### src/rtl/wide_word_loader.sv
// wide_word_loader: commits a WIDTH-bit word atomically from a constant pattern or a stream of BEAT-bit beats
module wide_word_loader #(
  parameter int WIDTH = 1050,
  parameter int BEAT = 64,
  parameter logic [BEAT-1:0] PATTERN = 64'hffff0000ffff0000
) (
  input  logic             clk,
  input  logic             rst,
  input  logic             cmd_valid,
  input  logic [1:0]       cmd_op,
  output logic             cmd_ready,
  input  logic             in_valid,
  input  logic [BEAT-1:0]  in_data,
  output logic             in_ready,
  input  logic             abort,
  output logic [WIDTH-1:0] word_o,
  output logic             word_valid,
  output logic             busy,
  output logic             done
);
  localparam int NBEATS = (WIDTH + BEAT - 1) / BEAT;
  localparam int LOW = (NBEATS - 1) * BEAT;
  localparam int CW = $clog2(NBEATS);
  localparam logic [CW-1:0] LAST = CW'(NBEATS - 1);
  typedef enum logic {IDLE, LOAD} state_t;
  state_t r_state, w_next_state;
  logic [CW-1:0] r_cnt;
  logic [LOW-1:0] r_shadow;
  logic w_cmd, w_adv, w_last, w_commit, w_unused;
  logic [WIDTH-1:0] w_next_word;
  always_ff @(posedge clk or posedge rst)
    if (rst) r_state <= IDLE;
    else r_state <= w_next_state;
  always_comb begin
    w_next_state = r_state == IDLE ? (w_cmd && cmd_op == 2'b11 ? LOAD : IDLE)
                                   : (abort || w_last ? IDLE : LOAD);
  end
  always_comb begin
    cmd_ready = !rst && r_state == IDLE;
    in_ready = r_state == LOAD;
    busy = r_state == LOAD;
  end
  assign w_cmd = cmd_valid && cmd_ready;
  assign w_adv = in_valid && in_ready && !abort;
  assign w_last = w_adv && r_cnt == LAST;
  assign w_commit = (w_cmd && cmd_op != 2'b11) || w_last;
  // the final beat is merged straight from in_data so every bit lands on the same edge
  assign w_next_word = in_ready ? {in_data[WIDTH-LOW-1:0], r_shadow}
                     : cmd_op == 2'b01 ? {PATTERN, {(WIDTH-BEAT){1'b0}}}
                     : cmd_op == 2'b10 ? {{(WIDTH-BEAT){1'b0}}, PATTERN} : '0;
  assign w_unused = &{1'b0, in_data[BEAT-1:WIDTH-LOW]};
  always_ff @(posedge clk or posedge rst)
    if (rst) begin
      r_cnt <= '0;
      word_o <= '0;
      word_valid <= 1'b0;
      done <= 1'b0;
    end else begin
      r_cnt <= w_adv ? (w_last ? '0 : r_cnt + 1'b1) : abort ? '0 : r_cnt;
      word_o <= w_commit ? w_next_word : word_o;
      word_valid <= word_valid || w_commit;
      done <= w_commit;
    end
  always_ff @(posedge clk)
    for (int k = 0; k < NBEATS - 1; k++)
      if (w_adv && r_cnt == CW'(k)) r_shadow[k*BEAT +: BEAT] <= in_data;
endmodule
### config.mk
export PLATFORM = sky130hd
export DESIGN_NAME = wide_word_loader
export DESIGN_NICKNAME = d
export VERILOG_FILES = /design/src/rtl/wide_word_loader.sv
export SDC_FILE = /design/constraint.sdc
export NUM_CORES = 2
export LEC_CHECK = 0
export CORE_AREA = 3 3 434 436
export CTS_BUF_LIST = sky130_fd_sc_hd__clkbuf_2
export DETAILED_ROUTE_END_ITERATION = 8
export DIE_AREA = 0 0 437 439
export DONT_BUFFER_PORTS = 1
export PLACE_DENSITY = 0.59
export SLEW_MARGIN = 10
export SYNTH_ARGS = -nofsm -noshare
export SYNTH_HDL_FRONTEND = slang
export SYNTH_SLANG_ARGS = --single-unit
export TNS_END_PERCENT = 30
### constraint.sdc
create_clock -name clk -period 105.8 [get_ports clk]
set_input_delay 15.87 -clock clk [delete_from_list [all_inputs] [get_ports clk]]
set_output_delay 15.87 -clock clk [all_outputs]
set_load 0.01 [all_outputs]
# After elaboration in Yosys (flattened, before gate mapping)
# Cells that the tools add are included.
[totals] register_bits=2082 latch_bits=0 ram_bits=0 mem_bits_ro=0 output_inout_bits=1055 word_cells=82 n_memories=0
[op_classes] add_sub_neg=1 n_mul=0 div=0 order_cmp=0 eq_ne=20 shifts=0 n_mux=9 bitwise=1 reduce_logical=30
[ops] operator="$mux 1050" n=2
[ops] operator="$mux 64" n=1
[ops] operator="$eq 5x4->1 const B" n=8
[ops] operator="$logic_and 1x1->1" n=23
[ops] operator="$eq 5x3->1 const B" n=4
[ops] operator="$mux 5" n=3
[ops] operator="$eq 5x2->1 const B" n=2
[ops] operator="$add 5x1->5 const B" n=1
[ops] operator="$eq 5x1->1 const B" n=1
[ops] operator="$eq 5x5->1 const B" n=1
[ops] operator="$logic_not 5->1" n=1
[ops] operator="$eq 2x2->1 const B" n=2
[ops] operator="$logic_or 1x1->1" n=3
[ops] operator="$mux 1" n=3
[ops] operator="$eq 2x1->1 const B" n=1
[ops] operator="$logic_not 1->1" n=2
[ops] operator="$ne 2x2->1 const B" n=1
[ops] operator="$reduce_bool 2->1" n=1
[ops] operator="$not 1->1" n=1

# Depth between registers and ports, before layout
[logic_depth] ltp_word=6 mapped_depth=9

# Worst setup path after synthesis
# Ideal clock, no wire load.
[synth_timing] path_kind="input -> output" startpoint="in rst" endpoint="out cmd_ready" arrival_ps=16027 required_time_ps=89930 slack_ps=73903 path_stages=1 path_buffers=0 path_cell_list="nor2_1"
[synth_between] elab_chain_len=2
[synth_lines] element="start, declared" line="8" rtl="input logic rst,"
[synth_lines] element="$logic_not 1->1 (no line)"
[synth_lines] element="$logic_and 1x1->1" line="39" rtl="cmd_ready = !rst && r_state == IDLE;"
[synth_lines] element="end, declared" line="11" rtl="output logic cmd_ready,"
# No other way between the ends.

# Worst setup path in the final report
# Ends and elaborated chain as after synthesis.

==> metrics.csv <==
stage;metric;value;unit
floorplan;rows;158;
clock_network;worstSkewPairLatency;1.90;ns
sta;rsz0062_at_grt;false;
final_layout;syn_to_final_growth;9.48;%
synthesis;synthTopCellsByCount;dfrtp_1 (1058), inv_1 (1056), mux2i_1 (1050), edfxtp_1 (1024), nand2_1 (993);
sta;worst_pin_slew;1.40;ns
worst_setup_path;critPathTopFamily;simple AND/OR/NAND/NOR gates;
synthesis;ys_warn_count;0;
hold_path;min_path_cells;2;
final_layout;layout-drive-gt1-share;0.158;
final_layout;nets;5989;
synthesis;synth_edf_count;1024;
clock_network;clk_pin_slew;0.12;ns
placed_design;gp_congestion;0.798;
drt;viasPerCell;4.87;
sta;setup_viol;0;
clock_network;cts_buffers;553;
synthesis;synth_cell_types;33;
worst_setup_path;critPathKind;primary input to output port;
placed_design;hpwl;135;mm
synthesis;syn-cell-area;0.0776;mm^2
floorplan;core;0.185;mm^2
drt;first_pass_iters;5;
worst_setup_path;r2r_cells;9;
worst_setup_path;startpoint_type;primary input;
drt;vias;43000;
pwr;vdd_ir_drop_max;10.7;uV
synthesis;synthTopCellsByArea;edfxtp_1 (40%), dfrtp_1 (34%), mux2i_1 (14%);
final_layout;fill_cells;16800;
final_layout;seq_area;0.0572;mm^2
sta;fin_crit_sh;0.302;
drt;routed_wl;222;mm
global_route;grt_pass1_wl;316;mm
synthesis;ys_ff_latch;2082;
worst_setup_path;path_cells;nor2_1;
worst_setup_path;cp.arrival;16.05;ns
global_route;grt_pass1_vias;44100;
synthesis;async_flop_share;0.508;
sta;setup_tns;0;ns
synthesis;synth_top_area_share;0.396;
pwr;p_leak;33.6;nW
clock_network;cts_root_buffer;clkbuf_2;
drt;wl_per_cell;25.2;um
worst_setup_path;cp_slowest_cell;nor2_1;
clock_network;cts_buffer_depth;4;
hold_path;hold_class;flip-flop to flip-flop;
sta;finalMaxSlewViolations;0;
floorplan;start_util;0.419;
worst_setup_path;worst-path-stages;1;
sta;fin_skew;0.195;ns
global_route;grt_use_total;0.227;
clock_network;h-tree-depth;6;
floorplan;die_x;437;um
sta;fmax;31.3;MHz
sta;hold_viol;0;
clock_network;clock-sinks;2082;
worst_setup_path;worstSetupEndpointType;output port;
global_route;grt_max_degree;221;
worst_setup_path;cp_max_fo;3;
run_status;outcome;complete, no violations;
sta;relSlewSlack;0.0664;
synthesis;ys.flop_type;dfrtp_1;
floorplan;dieArea;0.192;mm^2
clock_network;post_cts_buffers;0;
global_route;antenna_found_initial;12;
synthesis;synth_most_common_cell;dfrtp_1;
worst_setup_path;max_stage_delay;0.18;ns
synthesis;syn_inst;5544;
floorplan;dieHeight;439;um
clock_network;tritoncts;built;
synthesis;syn_avg_cell_area;14.0;um^2
worst_setup_path;crit_buf_inv;0;
global_route;grt.overflow.total;0;
sta;layout_min_cycle_time;31.92;ns
floorplan;ios;1126;
worst_setup_path;required;89.93;ns
synthesis;syn-num-nets;5620;
drt;drc;0;
pwr;p_per_area;18.6;mW/mm^2
synthesis;post-synth-top-area-cell;edfxtp_1;
final_layout;multi_input_area;0.0150;mm^2
run;maxCapViolCount;0;
placed_design;io_buffers;0;
clock_network;holdBufCountCts;0;
drt;ant_nets;0;
sta;holdWs;0.352;ns
clock_network;cts_resized;0;
drt;dr.first_iter.drc_count;2826;
synthesis;seq_area_frac_synth;0.737;
worst paths after layout:
| path | end | slack [ns] | startpoint |
|---|---|---|---|
| max | cmd_ready | 73.88 | rst |
| max reg2reg | word_o[35] | 97.62 | busy |
| max in group asynchronous | word_o[996] | 86.90 | rst |
| min in group asynchronous | word_o[584] | 14.10 | rst |
| min | word_o[636] | 0.35 | r_shadow[636] |
| min reg2reg | word_o[636] | 0.35 | r_shadow[636] |
report_power, final:
group          switching, mW  internal, mW  total (mW)
logic                 0.0462        0.0273      0.0735
clock network          0.328         0.243       0.570
registers             0.0553         0.880       0.935
total                  0.429          1.15        1.58
cells by family after synthesis:
kind of cell	synth area share
adders and majority gates	0.000806
AOI/OAI and AO/OA	0.00493
buffers and inverters	0.0701
DFF	0.737
muxes	0.135
and+or+nand+nor	0.0514
metrics by stage:
step	instances	setup WS [ns]	util	power (mW)	area, um^2
floorplan	5544	60.15	-	0.989	77600
global placement	7838	73.87	0.432	1.02	79900
detailed placement	7838	73.88	0.432	1.03	79900
CTS	8812	73.88	0.459	1.60	84900
global route	8820	73.87	0.459	1.66	85000
finish	8823	73.88	0.459	1.58	85000
layout by cell type, fill, tap and decap left out, types with 2 or more instances in the layout:
master      synthesis  routed
buf_4              77      53
clkinv_2            0       8
inv_1            1056    1055
and2_4              0      12
mux2i_1          1050    1050
nor2_1              4       2
ha_1                5       5
clkbuf_2            0     883
nor4b_1             2       2
nor2_4              0       2
nor4_1              2       2
buf_12              0       7
nand3_1             2       2
dfrtp_1          1058    1057
clkinvlp_4          0       3
or3_1               3       3
edfxtp_1         1024    1024
a21oi_1            70      70
inv_2               0       8
inv_6               0       3
bufinv_16           0      10
clkinv_1            0      57
nand2_1           993     993
inv_8               0       2
nor3b_2             1       4
diode_2             0      11
final cells by class:
cell class                      count  share of cell area
Timing Repair Buffer               60             0.00633
Antenna cell                       11            0.000324
Clock buffer                      883              0.0520
Sequential cell                  2082               0.674
Multi-Input combinational cell   2160               0.177
Inverter                         1056              0.0467
Tap cell                         2480              0.0365
Clock inverter                     91             0.00769
sequential cells by signal, indices dropped and copies added (netlist names):
signal and cells:
word_o 1050, r_shadow 1024, r_cnt 5, busy 1, done 1, word_valid 1
routing by layer:
metal | part of all wire | vias to the layer above | GRT usage
met1 | 0.37 | 22000 | 0.258
met3 | 0.089 | 413 | 0.0921
met5 | 0 | - | 0
li1 | - | 19000 | -
met2 | 0.49 | 1633 | 0.371
met4 | 0.048 | 0 | 0.114
Note: power is estimated with default switching activity, not from simulation.
